## src/rtl/tug_key_conditioner.sv

```systemverilog
// Conditions the two raw active-low tug-of-war keys into debounced levels and
// single-cycle press pulses (L/R) for the score stage.
module tug_key_conditioner #(
  parameter int DEBOUNCE_CYCLES = 4,
  parameter int CNT_W           = $clog2(DEBOUNCE_CYCLES + 1)
) (
  input  logic clk,
  input  logic reset,
  input  logic key_l_n,
  input  logic key_r_n,
  input  logic freeze,
  output logic L,
  output logic R,
  output logic l_level,
  output logic r_level
);

  localparam logic [CNT_W-1:0] CNT_LAST = CNT_W'(DEBOUNCE_CYCLES - 1);

  // Index 0 is the left channel, index 1 the right channel.
  logic [1:0]       key_n;
  logic [1:0]       sync_p0;
  logic [1:0]       sync_p1;
  logic [1:0]       level_p2;
  logic [1:0]       pulse_p2;
  logic [CNT_W-1:0] cnt_p2 [2];

  assign key_n = {key_r_n, key_l_n};

  always_ff @(posedge clk) begin
    if (reset) begin
      sync_p0  <= '0;
      sync_p1  <= '0;
      level_p2 <= '0;
      pulse_p2 <= '0;
      for (int ch = 0; ch < 2; ch++) begin
        cnt_p2[ch] <= '0;
      end
    end else begin
      // Stage p0/p1: two-flop synchroniser, inverted to 1 = pressed.
      sync_p0 <= ~key_n;
      sync_p1 <= sync_p0;
      // Stage p2: debounce run counter, accepted level and press pulse.
      for (int ch = 0; ch < 2; ch++) begin
        pulse_p2[ch] <= 1'b0;
        if (sync_p1[ch] == level_p2[ch]) begin
          cnt_p2[ch] <= '0;
        end else if (cnt_p2[ch] != CNT_LAST) begin
          cnt_p2[ch] <= cnt_p2[ch] + CNT_W'(1);
        end else begin
          level_p2[ch] <= sync_p1[ch];
          cnt_p2[ch]   <= '0;
          // Only a press that lands while the round is live ever scores.
          pulse_p2[ch] <= sync_p1[ch] & ~freeze;
        end
      end
    end
  end

  assign L       = pulse_p2[0];
  assign R       = pulse_p2[1];
  assign l_level = level_p2[0];
  assign r_level = level_p2[1];

endmodule

```

## config.mk

```make
export PLATFORM = sky130hd
export DESIGN_NAME = tug_key_conditioner
export DESIGN_NICKNAME = d
export VERILOG_FILES = /design/src/rtl/tug_key_conditioner.sv
export SDC_FILE = /design/constraint.sdc
export NUM_CORES = 1
export LEC_CHECK = 0
export ABC_CLOCK_PERIOD_IN_PS = 1200
export BUFFER_PORTS_ARGS = -buffer_cell sky130_fd_sc_hd__buf_2
export CORE_AREA = 2 2 39 41
export DETAILED_ROUTE_END_ITERATION = 6
export DIE_AREA = 0 0 41 43
export PLACE_DENSITY = 0.65
export SETUP_SLACK_MARGIN = 0.15
export SKIP_LAST_GASP = 1
export SYNTH_ARGS = -nofsm -noshare
export SYNTH_HDL_FRONTEND = slang
export SYNTH_SLANG_ARGS = --single-unit
```

## constraint.sdc

```tcl
create_clock -name clk -period 1.2 [get_ports clk]
set_input_delay 0.18 -clock clk [delete_from_list [all_inputs] [get_ports clk]]
set_output_delay 0.18 -clock clk [all_outputs]
set_load 0.01 [all_outputs]
```

==> impl_metrics.sql <==
INSERT INTO impl_metrics (metric_group, metric, value, unit) VALUES
('clock_network', 'worst_setup_hold_path_clk_slew', '0.08', 'ns'),
('final_layout', 'inserted_diodes', '0', ''),
('sta', 'post-route-period-util', '1.01', ''),
('setup_path', 'critical-path-max-stage-delay', '0.42', 'ns'),
('setup_path', 'data_required_time_at_the_worst_endpoint', '1.31', 'ns'),
('floorplan', 'ioPinCount', '9', ''),
('power_and_ir_drop', 'vdd_ir_drop_max', '0.697', 'mV'),
('clock_network', 'worstSkewPairLatency', '0.27', 'ns'),
('global_route', 'grt_antenna_before_repair', '0', ''),
('clock_network', 'clock_tree.buffer_depth', '2', ''),
('power_and_ir_drop', 'p_per_area', '1210', 'nW/um2'),
('setup_path', 'critical_path_start_type', 'flip-flop', ''),
('final_layout', 'layout_common_cells', 'buf_2 (8), edfxtp_1 (6), conb_1 (6), dfxtp_1 (6), clkbuf_4 (3)', ''),
('setup_path', 'crit_chain', 'ha_2 -> ha_4 -> nor4_2', ''),
('place', 'buffer_ports.inserted', '8', ''),
('floorplan', 'fp.coreArea', '1380', 'um2'),
('logic_synthesis', 'syn-cell-area', '553', 'um2'),
('sta', 'worst_pin_slew', '0.510', 'ns'),
('global_route', 'first_pass_grt_wire_length', '1550', 'um'),
('setup_path', 'critical_path.endpoint_type', 'flip-flop', ''),
('sta', 'slew-limit-headroom', '0.658', ''),
('floorplan', 'fp.dieH', '43', 'um'),
('clock_network', 'cts_tree', 'built', ''),
('setup_path', 'crit_slowest_cell', 'edfxtp_1', ''),
('detailed_routing', 'number_of_drc_markers_after_the_initial_detailed_route_iteration', '2', ''),
('floorplan', 'placement_rows', '14', ''),
('min_path', 'hp-class', 'in2reg', ''),
('detailed_routing', 'vias', '350', ''),
('logic_synthesis', 'synth.yosys.seq_area_share', '0.615', ''),
('sta', 'min_period', '1.21', 'ns'),
('final_layout', 'area_growth', '38.0', '%'),
('detailed_routing', 'postRouteAntennaNets', '0', ''),
('place', 'place_ws', '-0.0766', 'ns'),
('sta', 'worst_clock_skew', '0.00220', 'ns'),
('outcome', 'failed_checks', 'setup timing', ''),
('floorplan', 'fp.dieArea', '1760', 'um2'),
('detailed_routing', 'avgViaCountPerCell', '4.61', ''),
('detailed_routing', 'routedWlPerCell', '11.3', 'um'),
('logic_synthesis', 'synth-seq-cells', '14', ''),
('power_and_ir_drop', 'power.static_leakage', '0.291', 'nW'),
('setup_path', 'critical_path_class', 'reg2reg', ''),
('clock_network', 'cts_made_buffers', '3', ''),
('clock_network', 'htree_num_levels', '1', ''),
('global_route', 'grt_max_degree', '15', ''),
('global_route', 'global_route.overflow_total', '0', ''),
('logic_synthesis', 'yosys_warnings', '0', ''),
('sta', 'setup-tns-final', '-0.0127', 'ns'),
('final_layout', 'layout-drive-gt1-share', '0.483', ''),
('setup_path', 'worst-path-buf-inv', '0', ''),
('sta', 'report.final.slew_viol_count', '0', ''),
('sta', 'hold_viol', '0', ''),
('final_layout', 'fillerInstances', '127', ''),
('place', 'routabilityCongestion', '0.645', ''),
('global_route', 'grt.total_usage', '0.142', ''),
('setup_path', 'worstPathMaxFanout', '2', ''),
('floorplan', 'initial_utilization', '0.400', ''),
('detailed_routing', 'sum_of_routed_wire_length_over_all_layers', '859', 'um'),
('final_layout', 'num-nets-final', '70', ''),
('sta', 'worst_slack', '-0.00987', 'ns'),
('final_layout', 'final_common_cell', 'buf_2', ''),
('job', 'drv_cap', '0', ''),
('setup_path', 'timing.critical_path.max_delay_family', 'adder cells', ''),
('floorplan', 'die_w', '41', 'um'),
('sta', 'timing.final.setup_violations', '2', ''),
('setup_path', 'cp_data_arrival_time', '1.32', 'ns'),
('clock_network', 'cts-root-buf', 'clkbuf_4', ''),
('global_route', 'number_of_global_route_vias_before_repair', '363', ''),
('outcome', 'outcome', 'finished, violations left', ''),
('detailed_routing', 'first_pass_iters', '2', ''),
('clock_network', 'numClockSinks', '14', ''),
('sta', 'grt_setup_unrepaired', 'true', ''),
('sta', 'fmax', '0.827', 'GHz'),
('logic_synthesis', 'postSynthCellCount', '42', ''),
('logic_synthesis', 'yosysUniqueCellTypes', '14', ''),
('detailed_routing', 'detail_route.drc_violations', '0', ''),
('logic_synthesis', 'synth_area_per_cell', '13.2', 'um2');
-- final timing paths --
kind | cells past startpoint | slack, ns | startpoint | end
setup / recovery | 3 | -0.01 | cnt_p2[0][0] | cnt_p2[0][2]
setup reg to reg | 3 | -0.01 | cnt_p2[0][0] | cnt_p2[0][2]
hold / removal | 2 | 0.04 | key_l_n | sync_p0[0]
hold reg to reg | 1 | 0.45 | sync_p0[0] | sync_p1[0]
-- registers in the layout (all words and copies together), names as in the netlist --
register,cells
sync_p1,2
level_p2,2
sync_p0,2
cnt_p2,6
pulse_p2,2
-- cells by family after synthesis --
family / synth area share
and+or+nand+nor: 0.204
other: 0.00678
xor gates and xnor gates: 0.0317
adders and majority gates: 0.0905
buffers and inverters: 0.0339
AOI/OAI and AO/OA: 0.0181
DFF: 0.615
-- through the flow --
| stage | cells | hold WS (ns) | utilization | power [mW] | cell area (um2) |
|---|---|---|---|---|---|
| after floorplan | 47 | 0.247 | - | 0.566 | 602 |
| after global placement | 70 | 0.331 | 0.470 | 0.578 | 651 |
| after detailed placement | 70 | 0.332 | 0.470 | 0.581 | 651 |
| after CTS | 76 | 0.0366 | 0.533 | 0.923 | 738 |
| after global routing | 76 | 0.0279 | 0.552 | 0.971 | 763 |
| final | 76 | 0.0444 | 0.552 | 0.922 | 763 |
-- cell type report --
type | count | area [um2] | share of cell area
Sequential cell | 14 | 343 | 0.449
Multi-Input combinational cell | 30 | 302 | 0.395
Timing Repair Buffer | 10 | 55.1 | 0.0721
Clock buffer | 4 | 36.3 | 0.0475
Tap cell | 16 | 20.0 | 0.0262
Inverter | 2 | 7.51 | 0.00984
-- routing by layer --
layer,share of wire,up-vias,GRT usage,wire length (um)
met1,0.44,158,0.162,376
li1,-,181,-,-
met5,0,-,0,0
met2,0.49,9,0.200,419
met4,0.017,0,0.100,15
met3,0.056,2,0.0628,48
-- cells in the mapped netlist, drive strengths merged --
master,number,share of area
buf,1,0.020
dfxtp,8,0.29
nand2,2,0.014
nand2b,2,0.023
conb,1,0.0068
a21oi,2,0.018
inv,2,0.014
nor2,2,0.014
and2b,2,0.032
nor4,6,0.068
xnor2,2,0.032
ha,4,0.091
nor4b,2,0.054
edfxtp,6,0.33
-- where the power goes --
group	internal, mW	switching, mW
combinational	0.0355	0.0388
sequential	0.512	0.00730
clock	0.184	0.144
-- timing repair --
item	4_1_cts	5_1_grt
buffers inserted	2	0
setup endpoints to repair	8	12
pin swaps	8	1
gates resized for setup	5	5
hold buffers	0	0
Note: power is estimated with default switching activity, not from simulation.
